File: src/rtl/morse_pkg.sv
// rtl/morse_pkg.sv - shared types and defaults for the Morse timing front-end
package morse_pkg;

  typedef enum logic [1:0] {
    IDLE  = 2'd0,
    MARK  = 2'd1,
    SPACE = 2'd2
  } state_t;

  typedef enum logic {
    DOT  = 1'b0,
    DASH = 1'b1
  } elem_t;

  localparam int DEF_DASH_TH   = 3;
  localparam int DEF_LETTER_TH = 3;
  localparam int DEF_WORD_TH   = 7;
  localparam int MAX_ELEMS     = 5;

endpackage

File: src/rtl/run_counter.sv
// rtl/run_counter.sv - saturating run-length counter with load-to-one and increment
module run_counter #(
  parameter int CNT_W = 8
) (
  input  logic             clk,
  input  logic             rst_n,
  input  logic             load_one,
  input  logic             inc,
  output logic [CNT_W-1:0] cnt
);

  always_ff @(posedge clk) begin
    if (!rst_n) begin
      cnt <= '0;
    end else if (load_one) begin
      cnt <= CNT_W'(1);
    end else if (inc && (cnt != {CNT_W{1'b1}})) begin
      cnt <= cnt + CNT_W'(1);
    end
  end

endmodule

File: src/rtl/morse_tokenizer.sv
// rtl/morse_tokenizer.sv - mark/space timing, dot/dash classification and letter packing
// Optional MORSE_DEGLITCH_EN: synchronize and glitch-filter key_in before timing.
module morse_tokenizer
  import morse_pkg::*;
#(
  parameter int CNT_W     = 8,
  parameter int DASH_TH   = DEF_DASH_TH,
  parameter int LETTER_TH = DEF_LETTER_TH,
  parameter int WORD_TH   = DEF_WORD_TH
) (
  input  logic       clk,
  input  logic       rst_n,
  input  logic       key_in,
  output logic       elem_valid,
  output logic       elem_dash,
  output logic [4:0] code,
  output logic [2:0] len,
  output logic       code_err,
  output logic       code_valid,
  input  logic       code_ready,
  output logic       overrun,
  output logic       word_end
);

  logic key;

`ifdef MORSE_DEGLITCH_EN
  logic sync1, sync2, key_f;

  // A new level is taken only once two consecutive synchronized samples agree.
  always_ff @(posedge clk) begin
    if (!rst_n) begin
      sync1 <= 1'b0;
      sync2 <= 1'b0;
      key_f <= 1'b0;
    end else begin
      sync1 <= key_in;
      sync2 <= sync1;
      if (sync1 == sync2) key_f <= sync2;
    end
  end

  assign key = key_f;
`else
  assign key = key_in;
`endif

  state_t           state;
  logic [CNT_W-1:0] cnt;
  logic             load_one, inc;
  logic [4:0]       acc;
  logic [2:0]       acc_len;
  logic             err_flag;
  logic             is_dash, letter_hit, word_hit;

  always_comb begin
    load_one = 1'b0;
    inc      = 1'b0;
    case (state)
      IDLE:    load_one = key;
      MARK:    begin load_one = !key; inc = key; end
      SPACE:   begin load_one = key;  inc = !key; end
      default: load_one = 1'b0;
    endcase
  end

  run_counter #(.CNT_W(CNT_W)) u_run_counter (
    .clk      (clk),
    .rst_n    (rst_n),
    .load_one (load_one),
    .inc      (inc),
    .cnt      (cnt)
  );

  // Thresholds compare against the pre-increment count: this edge makes it cnt+1.
  assign is_dash    = (cnt >= CNT_W'(DASH_TH));
  assign letter_hit = (cnt == CNT_W'(LETTER_TH - 1));
  assign word_hit   = (cnt == CNT_W'(WORD_TH - 1));

  always_ff @(posedge clk) begin
    if (!rst_n) begin
      state      <= IDLE;
      elem_valid <= 1'b0;
      elem_dash  <= 1'b0;
      code       <= '0;
      len        <= '0;
      code_err   <= 1'b0;
      code_valid <= 1'b0;
      overrun    <= 1'b0;
      word_end   <= 1'b0;
      acc        <= '0;
      acc_len    <= '0;
      err_flag   <= 1'b0;
    end else begin
      elem_valid <= 1'b0;
      overrun    <= 1'b0;
      word_end   <= 1'b0;
      if (code_valid && code_ready) code_valid <= 1'b0;

      case (state)
        IDLE: begin
          if (key) state <= MARK;
        end
        MARK: begin
          if (!key) begin
            elem_valid <= 1'b1;
            elem_dash  <= is_dash;
            if (acc_len == 3'(MAX_ELEMS)) begin
              err_flag <= 1'b1;
            end else begin
              acc     <= {acc[3:0], is_dash};
              acc_len <= acc_len + 3'd1;
            end
            state <= SPACE;
          end
        end
        SPACE: begin
          if (key) begin
            state <= MARK;
          end else begin
            if (letter_hit) begin
              code       <= acc;
              len        <= acc_len;
              code_err   <= err_flag;
              code_valid <= 1'b1;
              overrun    <= code_valid && !code_ready;
              acc        <= '0;
              acc_len    <= '0;
              err_flag   <= 1'b0;
            end
            if (word_hit) begin
              word_end <= 1'b1;
              state    <= IDLE;
            end
          end
        end
        default: state <= IDLE;
      endcase
    end
  end

endmodule

File: config.mk
export PLATFORM = sky130hd
export DESIGN_NAME = morse_tokenizer
export DESIGN_NICKNAME = d
export VERILOG_FILES = /design/src/rtl/morse_pkg.sv /design/src/rtl/run_counter.sv /design/src/rtl/morse_tokenizer.sv
export SDC_FILE = /design/constraint.sdc
export NUM_CORES = 1
export LEC_CHECK = 0
export BUFFER_PORTS_ARGS = -buffer_cell sky130_fd_sc_hd__buf_2
export CORE_MARGIN = 3
export CORE_UTILIZATION = 56
export CTS_BUF_LIST = sky130_fd_sc_hd__clkbuf_16
export CTS_CLUSTER_DIAMETER = 120
export CTS_CLUSTER_SIZE = 10
export DETAILED_ROUTE_END_ITERATION = 8
export GPL_ROUTABILITY_DRIVEN = 1
export PLACE_DENSITY = 0.8
export SETUP_SLACK_MARGIN = 0.2
export SKIP_LAST_GASP = 1
export SYNTH_ARGS = -nofsm -noshare
export SYNTH_HDL_FRONTEND = slang
export SYNTH_HIERARCHICAL = 1
export SYNTH_SLANG_ARGS = --single-unit
File: constraint.sdc
create_clock -name clk -period 2.4 [get_ports clk]
set_input_delay 0.12 -clock clk [delete_from_list [all_inputs] [get_ports clk]]
set_output_delay 0.12 -clock clk [all_outputs]
set_load 0.005 [all_outputs]
==> impl_metrics.toml, run 1 <==
[outcome]
status = "finished, final reports clean"

[grt]
grt-ovfl-total = 0
grt_use_total = 0.196
grt_antenna_before_repair = 0
first_global_vias = 1153
grt_pass1_wl_um = 5030
grt_max_degree = 27

[final_layout]
nNetsFinal = 183
syn_to_final_growth_pct = 13.4
fin_area_sq_um = 1720
antenna_cells = 0
drive_above_1_share = 0.198

[yosys]
synth_area_leader_cell = "dfxtp_1"
synthArstFlopShare = 0
syn_nets = 166
ys_seq_elements = 33
synth.cell_area_sq_um = 1520
yosysSeqAreaShare = 0.436
synth_area_per_cell_sq_um = 9.54
yosysTopAreaCellShare = 0.436
synth_edf_count = 0
synthFlopType = "dfxtp_1"
synth_cells = 159
yosysWarnings = 6
synthTopCellsByArea = "dfxtp_1 (44%), mux2i_1 (6.6%), nand2_1 (5.2%)"
ys_types = 49

[flow_run]
drv_cap = 0

[clock_tree]
cts_buffers = 5
cts-resized-gates = 0
clock_path_buffers = 2
clock_sinks = 33
holdBufCountCts = 0
htreeDepth = 2
clock_latency_ns = 0.27
cts_tree = "built"
path_clk_slew_ns = 0.05
clockRootBuffer = "clkbuf_16"
post_cts_buffers = 0

[timing]
period_minus_slack_ns = 1.97
finalSetupViolations = 0
tightest_slew_ns = 0.678
hold_viol = 0
max_freq_mhz = 507
layout_worst_path_cycle_share = 0.822
slew_viol_final = 0
setup_tns_ns = 0
rsz0062_at_grt = "false"
fin_skew_ns = 0.00381
relSlewSlack = 0.547

[power_and_ir_drop]
power.internal_w = 0.000951
p_sw_w = 0.000253
sw_frac_of_total = 0.210
pwr-share-clk = 0.489
p_per_area_nw_per_um2 = 701
power.leakage_nw = 0.712
power_frac_seq = 0.470
irDropWorstVdd_mv = 0.648
combPwrFrac = 0.041

[placement]
port_buffers = 17
place_area_sq_um = 1570
hpwlAfterDp_um = 2110
gp_congestion = 0.845

[worst_setup_path]
cp-end-kind = "flip-flop"
start_kind = "flip-flop"
cp.arrival_ns = 2.13
required_ns = 2.56
ff2ff_path_depth = 7
critical_path_class = "reg -> reg"
crit_start = "state[1]"
crit_fanout = 7
timing.rr.start = "state[1]"

[die]
rows = 18
die_h_um = 58.0
dieWidth_um = 58.0
num_io_pins = 18
dieArea_sq_um = 3370
initial_core_util = 0.601
core-area_sq_um = 2520

[hold_path]
hp-start = "code_ready"
min_path_cells = 3
min_path_type = "in -> reg"

[detailed_routing]
drt-initial-drc-count = 38
final_antenna_net_count = 0
remaining_drc_errors = 0
drt-pass1-iter-count = 4
route.detailed.wl_per_inst_um = 14.4
via_count = 1231
via_per_inst = 5.95
routed_wl_um = 2970
## cell families (layout without fill, tap and decap cells)
family | count (synthesis) | after routing | share of synthesized area
xor+xnor | 2 | 2 | 0.0116
compound gates | 33 | 33 | 0.154
simple gates | 64 | 64 | 0.243
buf+inv | 13 | 31 | 0.0577
mux | 11 | 11 | 0.0734
flops | 33 | 33 | 0.436
fa+ha+maj | 3 | 3 | 0.0248
## state kept, by name, indices dropped and copies added (netlist names), 2 cells and up
| register | flops |
|---|---|
| code | 5 |
| acc_len | 3 |
| len | 3 |
| u_run_counter/cnt | 8 |
| state | 2 |
| acc | 5 |
## cell usage after synthesis (2+ instances only)
cell type	instances
a211oi_1	2
a21oi_1	4
a22oi_1	2
a31oi_1	2
buf_6	3
dfxtp_1	33
ha_1	3
inv_1	6
mux2i_1	10
nand2_1	21
nand2b_1	5
nand3_1	5
nand4_1	2
nor2_1	9
nor2b_1	3
nor3_1	3
nor3b_1	2
o21ai_0	4
o21bai_1	4
o22ai_1	4
o31ai_1	2
o32ai_1	2
or3_1	2
## area by class of cell
cell class,count,area (sq um)
tap,30,37.5
clock inverter,3,13.8
timing repair buffer,17,85.1
inverter,6,22.5
clock buffer,5,125
fill,204,803
multi-input combinational,113,774
sequential,33,661
## metal layers
layer	track usage	part of all wire	vias to the layer above
li1	-	-	609
met5	0	0	-
met1	0.212	0.43	593
met2	0.350	0.52	23
met3	0.0601	0.039	6
met4	0.0828	0.015	0
## critical path, stage by stage, from the launching register on
cell and delay (ns):
dfxtp_1 0.43, and2b_2 0.23, inv_1 0.07, o22ai_2 0.25
and4_4 0.27, o211a_1 0.16, nand4_1 0.11, mux2_1 0.33
## power groups by stage
stage | logic [W] | clock network [W] | registers [W]
after floorplan | 0.0000377 | 0 | 0.000575
after global placement | 0.0000459 | 0 | 0.000576
after detailed placement | 0.0000480 | 0 | 0.000577
after CTS | 0.0000484 | 0.000604 | 0.000566
after global routing | 0.0000555 | 0.000619 | 0.000567
final | 0.0000494 | 0.000589 | 0.000566
## metrics by stage
step | hold slack [ns] | setup WS, ns | utilization | cells | power [W]
floorplan | 0.197 | 0.546 | - | 159 | 0.000612
global placement | 0.390 | 0.467 | 0.624 | 199 | 0.000622
detailed placement | 0.401 | 0.372 | 0.624 | 199 | 0.000625
CTS | 0.111 | 0.358 | 0.679 | 207 | 0.00122
global route | 0.133 | 0.312 | 0.682 | 207 | 0.00124
finish | 0.114 | 0.428 | 0.682 | 207 | 0.00120
## layout by cell type (no fill, tap or decap), types with 2 or more instances in the layout
| master | n |
|---|---|
| o22ai_1 | 3 |
| mux2i_1 | 10 |
| o31ai_1 | 2 |
| nor2_1 | 9 |
| a21oi_1 | 4 |
| o32ai_1 | 2 |
| nor3_1 | 3 |
| o21ai_0 | 4 |
| buf_2 | 17 |
| nand2_1 | 21 |
| clkinv_2 | 2 |
| nor2b_1 | 3 |
| a211oi_1 | 2 |
| nand2b_1 | 5 |
| dfxtp_1 | 33 |
| or3_1 | 2 |
| nor3b_1 | 2 |
| nand3_1 | 5 |
| inv_1 | 7 |
| a22oi_1 | 2 |
| o21bai_1 | 4 |
| a31oi_1 | 2 |
| nand4_1 | 2 |
| clkbuf_16 | 5 |
| ha_1 | 3 |
## path summary, 6_finish.rpt
path	slack, ns	to
min	0.11	overrun
max	0.43	u_run_counter/cnt[7]
min reg2reg	0.45	code_err
max reg2reg	0.43	u_run_counter/cnt[7]
Note: power is estimated with default switching activity, not from simulation.
==> inputs of run 2 (changes only) <==
- CORE_UTILIZATION: 56 -> 51
- PLACE_DENSITY: 0.8 -> 0.77
- clock period: 2.4 -> 1.8 ns (I/O delays scaled with it)
==> run 2 against run 1 <==
  * Via count grew 6.4%
  * Combinational power up 78%
  * Non-clock buffer count up 14
  * Critical path type unchanged
  * Worst setup slack lost 0.37 ns
  * Core utilization decreased by 1.8 points
  * Critical endpoint unchanged
  * Register-to-register slack worse by 0.37 ns
==> impl_metrics.toml, run 2 (synthesis gave the netlist of run 1 again) <==
[outcome]
status = "finished, final reports clean"

[die]
initial_core_util = 0.541
dieWidth_um = 60.5
rows = 19
die_h_um = 60.5
core-area_sq_um = 2810
num_io_pins = 18
dieArea_sq_um = 3660

[final_layout]
top_regs = "u_run_counter/cnt: 8 flops, acc: 5 flops, code: 5 flops"
drive_above_1_share = 0.293
multiInputGateArea_sq_um = 798
fin_area_sq_um = 1860
ff_latch_area_sq_um = 669
antenna_cells = 0
syn_to_final_growth_pct = 22.7
final_common_cell = "dfxtp_1"
final_cell_mix = "dfxtp_1 (30), nand2_1 (21), buf_2 (17)"
regMostFlops = "u_run_counter/cnt"
fillers = 231
finalNonFillerCells = 222
largest_register_ff_count = 8
nNetsFinal = 197

[timing]
hold_viol = 0
layout_setup_ws_ns = 0.0608
finalSetupViolations = 0
layout_worst_path_cycle_share = 0.966
relSlewSlack = 0.688
slew_viol_final = 0
rsz0062_at_grt = "true"
tightest_slew_ns = 0.468
max_freq_mhz = 575
fin_skew_ns = 0.00536
setup_tns_ns = 0
period_minus_slack_ns = 1.74

[placement]
dp.cells = 206
port_buffers = 17
place_area_sq_um = 1640
place_ws_ns = 0.0205
hpwlAfterDp_um = 2180
gp_congestion = 0.869

[clock_tree]
path_clk_slew_ns = 0.05
clock_latency_ns = 0.27
clock_sinks = 33
clockRootBuffer = "clkbuf_16"
htreeDepth = 2
cts_buffers = 5
cts_tree = "built"
clock_path_buffers = 2

[worst_setup_path]
start_kind = "flip-flop"
crit_fanout = 7
slowest_stage = "dfxtp_4"
cp_cell_sequence = "and2b_2, inv_2, o22ai_4, and4_4, o211a_1, nand4_1, mux2_4"
required_ns = 1.96
cp-end-kind = "flip-flop"
cp.arrival_ns = 1.90
critical_path_class = "reg -> reg"
crit_path_max_incr_delay_ns = 0.38
ff2ff_path_depth = 7

[power_and_ir_drop]
totalPowerFinal_w = 0.00163
power.leakage_nw = 0.781
p_per_area_nw_per_um2 = 877
irDropWorstVdd_mv = 0.495

[grt]
grt_max_degree = 27
grt_antenna_before_repair = 0
grt_use_total = 0.191
grt_pass1_wl_um = 5070
first_global_vias = 1171
grt-ovfl-total = 0

[hold_path]
min_path_cells = 3
min_path_type = "in -> reg"

[detailed_routing]
drt-initial-drc-count = 83
remaining_drc_errors = 0
route.detailed.wl_per_inst_um = 15.0
routed_wl_um = 3340
via_per_inst = 5.90
final_antenna_net_count = 0
drt-pass1-iter-count = 4
via_count = 1310

[flow_run]
drv_cap = 0
-- run 2: metrics by stage --
step,utilization,hold WS (ns)
floorplan,-,0.168
global placement,0.583,0.360
detailed placement,0.583,0.366
CTS,0.647,0.0786
global route,0.663,0.102
finish,0.663,0.0844
-- run 2: routing by layer --
layer | track usage | vias to the layer above | wire length (um)
met5 | 0 | - | 0
met4 | 0.0929 | 0 | 32
met3 | 0.0638 | 6 | 157
met2 | 0.330 | 38 | 1690
met1 | 0.211 | 623 | 1460
li1 | - | 643 | -
-- run 2: area by class of cell --
class	count	area share
Clock buffer	5	0.0672
Clock inverter	3	0.00672
Inverter	6	0.0121
Multi-Input combinational cell	113	0.429
Sequential cell	33	0.360
Tap cell	31	0.0208
Timing Repair Buffer	31	0.104
-- run 2: worst max-delay path: cells and delay by family, from the launching register on --
kind	cells	cell delay, ns
AND/OR/NAND/NOR	3	0.53
flip-flops	1	0.38
buffers and inverters	1	0.05
AO/OA/AOI/OAI	2	0.32
multiplexers	1	0.33
-- run 2: final timing paths --
kind | slack, ns | to | from
worst max-delay path | 0.06 | u_run_counter/cnt[7] | state[1]
worst min-delay path | 0.08 | overrun | code_ready
worst max register to register | 0.06 | u_run_counter/cnt[7] | state[1]
worst min register to register | 0.46 | code_err | code_err
-- run 2: where the power goes --
part	leakage, nW	switching [W]	internal, W
Combinational	0.444	0.0000471	0.0000406
Sequential	0.268	0.0000123	0.000741
Clock	0.0687	0.000293	0.000499
Total	0.781	0.000352	0.00128
-- run 2: repair_timing --
action | CTS | global route
setup buffers | 4 | 4
pin swaps | 1 | 2
gates resized for setup | 4 | 5
hold buffers | 0 | 0
setup endpoints to repair | 3 | 14
